**src/rtl/lt_cmp_scheduler.sv**
```systemverilog
// Round-robin scheduler feeding a 3-stage "folded square" less-than compare pipeline.
// Credit-gated issue into a small response FIFO; the pipeline itself never stalls.
module lt_cmp_scheduler #(
    parameter int  NUM_REQ    = 4,
    parameter int  BITWIDTH   = 16,
    parameter int  FIFO_DEPTH = 4,
    localparam int ID_W       = $clog2(NUM_REQ)
) (
    input  logic                        clk,
    input  logic                        rst,
    input  logic [NUM_REQ-1:0]          req_valid,
    output logic [NUM_REQ-1:0]          req_ready,
    input  logic [NUM_REQ*BITWIDTH-1:0] req_a,
    input  logic [NUM_REQ*BITWIDTH-1:0] req_b,
    output logic                        rsp_valid,
    input  logic                        rsp_ready,
    output logic                        rsp_result,
    output logic [ID_W-1:0]             rsp_id,
    output logic                        idle
);

    localparam int PTR_W = (FIFO_DEPTH > 1) ? $clog2(FIFO_DEPTH) : 1;
    localparam int CNT_W = $clog2(FIFO_DEPTH + 1);
    localparam int OCC_W = 4;
    localparam logic [ID_W:0] NUM_REQ_W = (ID_W+1)'(NUM_REQ);

    typedef struct packed {
        logic            result;
        logic [ID_W-1:0] id;
    } rsp_t;

    logic [ID_W-1:0]       ptr;
    logic                  rst_q;
    logic                  s1_v, s2_v, s3_v;
    logic [ID_W-1:0]       s1_id, s2_id, s3_id;
    logic [BITWIDTH-1:0]   s1_a, s1_b;
    logic [2*BITWIDTH-1:0] s2_sq_a, s2_sq_b;
    logic [BITWIDTH-1:0]   s3_fold_a, s3_fold_b;

    rsp_t                  mem [FIFO_DEPTH];
    logic [PTR_W-1:0]      wr_ptr, rd_ptr;
    logic [CNT_W-1:0]      fifo_count;

    logic                  grant_found;
    logic [ID_W-1:0]       grant_id;
    logic [ID_W:0]         rr_sum;
    logic                  accept;
    logic [ID_W-1:0]       next_ptr;
    logic [BITWIDTH-1:0]   sel_a, sel_b;
    logic [2*BITWIDTH-1:0] sq_a, sq_b;
    logic [BITWIDTH-1:0]   fold_a, fold_b;
    logic [OCC_W-1:0]      occupancy;
    logic                  credit_ok;
    logic                  push, pop;
    rsp_t                  head;

    function automatic logic [PTR_W-1:0] ptr_inc(input logic [PTR_W-1:0] p);
        return (p == PTR_W'(FIFO_DEPTH - 1)) ? '0 : p + PTR_W'(1);
    endfunction

    // Every result ever issued is either in a pipeline stage or in the FIFO.
    assign occupancy = OCC_W'(fifo_count) + OCC_W'(s1_v) + OCC_W'(s2_v) + OCC_W'(s3_v);
    assign push      = s3_v;
    assign pop       = rsp_valid && rsp_ready;
    // A pop this cycle frees its slot in time for the new issue to land behind it.
    assign credit_ok = (occupancy - OCC_W'(pop)) < OCC_W'(FIFO_DEPTH);

    // NOTE: every variable written in always_comb gets a default first so no latch is inferred.
    always_comb begin
        grant_found = 1'b0;
        grant_id    = '0;
        rr_sum      = '0;
        for (int k = 0; k < NUM_REQ; k++) begin
            rr_sum = {1'b0, ptr} + (ID_W+1)'(k);
            if (rr_sum >= NUM_REQ_W) rr_sum = rr_sum - NUM_REQ_W;
            if (!grant_found && req_valid[rr_sum[ID_W-1:0]]) begin
                grant_found = 1'b1;
                grant_id    = rr_sum[ID_W-1:0];
            end
        end
    end

    // Issue is also held off for the first cycle out of reset.
    assign req_ready = (grant_found && credit_ok && !rst && !rst_q)
                       ? (NUM_REQ'(1) << grant_id) : '0;
    assign accept    = |req_ready;
    assign next_ptr  = (grant_id == ID_W'(NUM_REQ - 1)) ? '0 : grant_id + ID_W'(1);

    always_comb begin
        sel_a = '0;
        sel_b = '0;
        for (int i = 0; i < NUM_REQ; i++) begin
            if (grant_id == ID_W'(i)) begin
                sel_a = req_a[i*BITWIDTH +: BITWIDTH];
                sel_b = req_b[i*BITWIDTH +: BITWIDTH];
            end
        end
    end

    assign sq_a   = {{BITWIDTH{1'b0}}, s1_a} * {{BITWIDTH{1'b0}}, s1_a};
    assign sq_b   = {{BITWIDTH{1'b0}}, s1_b} * {{BITWIDTH{1'b0}}, s1_b};
    assign fold_a = s2_sq_a[BITWIDTH-1:0] ^ s2_sq_a[2*BITWIDTH-1:BITWIDTH];
    assign fold_b = s2_sq_b[BITWIDTH-1:0] ^ s2_sq_b[2*BITWIDTH-1:BITWIDTH];

    // NOTE: sequential state uses non-blocking assignments so all registers update together.
    always_ff @(posedge clk) begin
        if (rst) begin
            ptr        <= '0;
            s1_v       <= 1'b0;
            s2_v       <= 1'b0;
            s3_v       <= 1'b0;
            wr_ptr     <= '0;
            rd_ptr     <= '0;
            fifo_count <= '0;
        end else begin
            if (accept) ptr <= next_ptr;
            s1_v <= accept;
            s2_v <= s1_v;
            s3_v <= s2_v;
            if (push) wr_ptr <= ptr_inc(wr_ptr);
            if (pop)  rd_ptr <= ptr_inc(rd_ptr);
            if (push && !pop)      fifo_count <= fifo_count + CNT_W'(1);
            else if (pop && !push) fifo_count <= fifo_count - CNT_W'(1);
        end
    end

    always_ff @(posedge clk) begin
        rst_q <= rst;
    end

    // NOTE: datapath registers and FIFO storage are not reset; the valid bits and
    // FIFO count qualify them, so stale contents are never observed.
    always_ff @(posedge clk) begin
        s1_id     <= grant_id;
        s1_a      <= sel_a;
        s1_b      <= sel_b;
        s2_id     <= s1_id;
        s2_sq_a   <= sq_a;
        s2_sq_b   <= sq_b;
        s3_id     <= s2_id;
        s3_fold_a <= fold_a;
        s3_fold_b <= fold_b;
        if (push) mem[wr_ptr] <= '{result: (s3_fold_a < s3_fold_b), id: s3_id};
    end

    assign head       = mem[rd_ptr];
    assign rsp_valid  = !rst && (fifo_count != '0);
    assign rsp_result = rsp_valid ? head.result : 1'b0;
    assign rsp_id     = rsp_valid ? head.id : '0;
    assign idle       = rst || (occupancy == '0);

endmodule

```
**config.mk**
```make
export PLATFORM = sky130hd
export DESIGN_NAME = lt_cmp_scheduler
export DESIGN_NICKNAME = d
export VERILOG_FILES = /design/src/rtl/lt_cmp_scheduler.sv
export SDC_FILE = /design/constraint.sdc
export NUM_CORES = 1
export LEC_CHECK = 0
export CORE_MARGIN = 2
export CORE_UTILIZATION = 30
export DETAILED_ROUTE_END_ITERATION = 7
export GPL_ROUTABILITY_DRIVEN = 0
export MAX_ROUTING_LAYER = met4
export PLACE_DENSITY = 0.47
export SKIP_CTS_REPAIR_TIMING = 1
export SYNTH_ARGS = -nofsm -noshare
export SYNTH_HDL_FRONTEND = slang
export SYNTH_SLANG_ARGS = --single-unit
```
**constraint.sdc**
```tcl
create_clock -name clk -period 9.2 [get_ports clk]
set_input_delay 1.84 -clock clk [delete_from_list [all_inputs] [get_ports clk]]
set_output_delay 1.84 -clock clk [all_outputs]
set_load 0.02 [all_outputs]
```
==> impl_metrics.env <==
export IMPL_dieArea_mm2=0.0685
export IMPL_fin_tns_setup_ps=0
export IMPL_reg2reg_depth=22
export IMPL_synth_distinct_cells=53
export IMPL_die_h_um=262
export IMPL_clkTransAtPathRegs_ps=70
export IMPL_grt_pass1_vias=15400
export IMPL_synth_area_leaders="fa_1, dfxtp_1, ha_1"
export IMPL_cp_slowest_cell="nor4_2"
export IMPL_place_hpwl_um=40900
export IMPL_rsz0062_at_grt="false"
export IMPL_worstMarginPinSlew_ps=1020
export IMPL_grt_pass1_wl_um=81400
export IMPL_yosysWarnings=0
export IMPL_wl_per_cell_um=15.5
export IMPL_start_util=0.303
export IMPL_synth_top_area_share=0.329
export IMPL_synth_edf_count=12
export IMPL_core_area_mm2=0.0657
export IMPL_fin_worst_skew_ps=18.1
export IMPL_antenna_left=0
export IMPL_wl_met3_um=1460
export IMPL_antenna_found_initial=0
export IMPL_pre_cts_slack_ps=2130
export IMPL_rows=94
export IMPL_cp_cell_sequence="clkdlybuf4s50_1, nor2_1, nand4_1, xor2_1, mux2_2, nor4_2, and2_1, clkdlybuf4s50_1"
export IMPL_ys_top_cells_by_count="inv_1, fa_1, ha_1"
export IMPL_met1_length_um=24200
export IMPL_dp_cells=3131
export IMPL_syn_inst=2178
export IMPL_path_class="in2out"
export IMPL_synth_area_per_cell_um2=9.15
export IMPL_htree_levels=4
export IMPL_cts_root_buf="clkbuf_16"
export IMPL_drc=0
export IMPL_holdCritPathClass="reg2reg"
export IMPL_synth_most_common_cell="inv_1"
export IMPL_first_pass_iters=5
export IMPL_ios=144
export IMPL_wl_met2_um=22600
export IMPL_ys_seq_area_frac=0.166
export IMPL_syn_to_final_growth_pct=14.6
export IMPL_final_hold_violation_count=0
export IMPL_n_fill_cell=6714
export IMPL_grt_start_max_net_pins=67
export IMPL_cpMostUsedCell="clkdlybuf4s50_1"
export IMPL_drtIter0Drc=649
export IMPL_wirelength_um=49100
export IMPL_vias_per_cell=4.46
export IMPL_setup_slack_ps=2210
export IMPL_clk_latency_ps=450
export IMPL_cts_buffers=17
export IMPL_r2r_start="s1_a[8]"
export IMPL_cp_max_fo=7
export IMPL_cts_tree="built"
export IMPL_grtUsageTotal=0.157
export IMPL_r2r_end="s2_sq_a[31]"
export IMPL_synth_nets=2870
export IMPL_yosysTopAreaCell="fa_1"
export IMPL_slowest_delay_ps=850
export IMPL_crit_required_ps=7360
export IMPL_overflow=0
export IMPL_slew_violations=0
export IMPL_critPathLaunch="rst"
export IMPL_r2r_slack_ps=2300
export IMPL_layout_min_cycle_time_ps=6990
export IMPL_nNetsFinal=2978
export IMPL_syn_area_mm2=0.0199
export IMPL_start_kind="input port"
export IMPL_ys_ff_latch=159
export IMPL_synthArstFlopShare=0
export IMPL_setup_violations_final=0
export IMPL_critPathCapture="req_ready[0]"
export IMPL_drive_gt1_frac=0.0278
export IMPL_endpoint_kind="output pin"
export IMPL_clock_sinks=159
export IMPL_ys_flop_type="dfxtp_1"
export IMPL_cp_arrival_ps=5150
export IMPL_die_x_um=262
export IMPL_max_cap_violations=0
export IMPL_maxSlewHeadroom=0.316
export IMPL_layout_cells_non_filler=3164
export IMPL_top_layer="met4"
export IMPL_cts_buffer_depth=2
export IMPL_min_period_over_period=0.760
export IMPL_fmax_mhz=143
export IMPL_vias=14100
export IMPL_run_status="finished, final reports clean"
export IMPL_io_buffer_count=143
-- stage by stage --
step	cell area, µm²	utilization	hold WS [ps]
final	22800	0.347	331
after floorplan	19900	-	310
after global placement	22300	0.339	317
after CTS	22800	0.347	334
after global routing	22800	0.347	337
after detailed placement	22300	0.339	316
-- worst max-delay path, delay by kind of cell --
kind | cells | cell delay [ps]
AND/OR/NAND/NOR | 4 | 1660
buffers and inverters | 2 | 1060
multiplexers | 1 | 420
XOR/XNOR | 1 | 170
-- cell type report --
type,count,area [µm²],area share
diodes,1,2.50,0.000110
clock buffers,18,429,0.0188
clock inverters,14,136,0.00597
inverters,528,1980,0.0868
multi-input cells,1428,14400,0.631
flip-flops and latches,159,3300,0.145
well taps,864,1080,0.0473
repair buffers,152,1500,0.0656
-- layout by cell type (no fill, tap or decap), types with 11 or more instances in the layout --
master           netlist  layout
inv_1                528     528
fa_1                 327     327
ha_1                 230     228
nand2_1              207     207
dfxtp_1              147     147
clkdlybuf4s50_1        0     143
nor2_1               116     116
and2_1                92      92
a21oi_1               83      83
o21ai_0               60      60
xor2_1                53      53
xnor2_1               47      47
a22oi_1               32      32
a21o_1                23      23
o21a_1                18      18
clkbuf_16              0      17
nor2b_1               17      16
edfxtp_1              12      12
nand3_1               11      11
-- flip-flops by register name, summed over array words and instances (netlist names), named ones only --
| signal | cells |
|---|---|
| s2_v | 1 |
| s2_sq_b | 31 |
| s2_id | 2 |
| s3_fold_b | 16 |
| rst_q | 1 |
| push | 1 |
| s1_v | 1 |
| s1_b | 16 |
| mem | 12 |
| s3_id | 2 |
| rd_ptr | 2 |
| s2_sq_a | 31 |
| s1_id | 2 |
| ptr | 2 |
| wr_ptr | 2 |
| fifo_count | 3 |
| s1_a | 16 |
| s3_fold_a | 16 |
-- cell families after synthesis --
group                    count (synthesis)  synth area share
AO/OA/AOI/OAI                          278            0.0884
XOR/XNOR                               100            0.0440
adder cells (fa/ha/maj)                557             0.473
buffers and inverters                  591             0.111
flip-flops                             159             0.166
multiplexers                            10           0.00710
AND/OR/NAND/NOR                        483             0.111
-- worst min path at each step --
stage	startpoint	end	slack, ps	cells past startpoint
after global routing	s2_id[1]	s3_id[1]	340	0
after CTS	s2_sq_a[17]	s3_fold_a[1]	330	0
final	s2_sq_a[17]	s3_fold_a[1]	330	0
after detailed placement	s2_sq_a[17]	s3_fold_a[1]	320	0
after floorplan	s1_id[0]	s2_id[0]	310	0
after global placement	s2_sq_a[17]	s3_fold_a[1]	320	0
-- layer usage --
metal,track usage,vias to the layer above
li1,-,6891
met5,-,-
met4,0.0352,0
met2,0.250,216
met3,0.0200,37
met1,0.212,6954
Power is not shown: default switching activity piles up to over one toggle a cycle in this logic, so the estimate is an artifact.
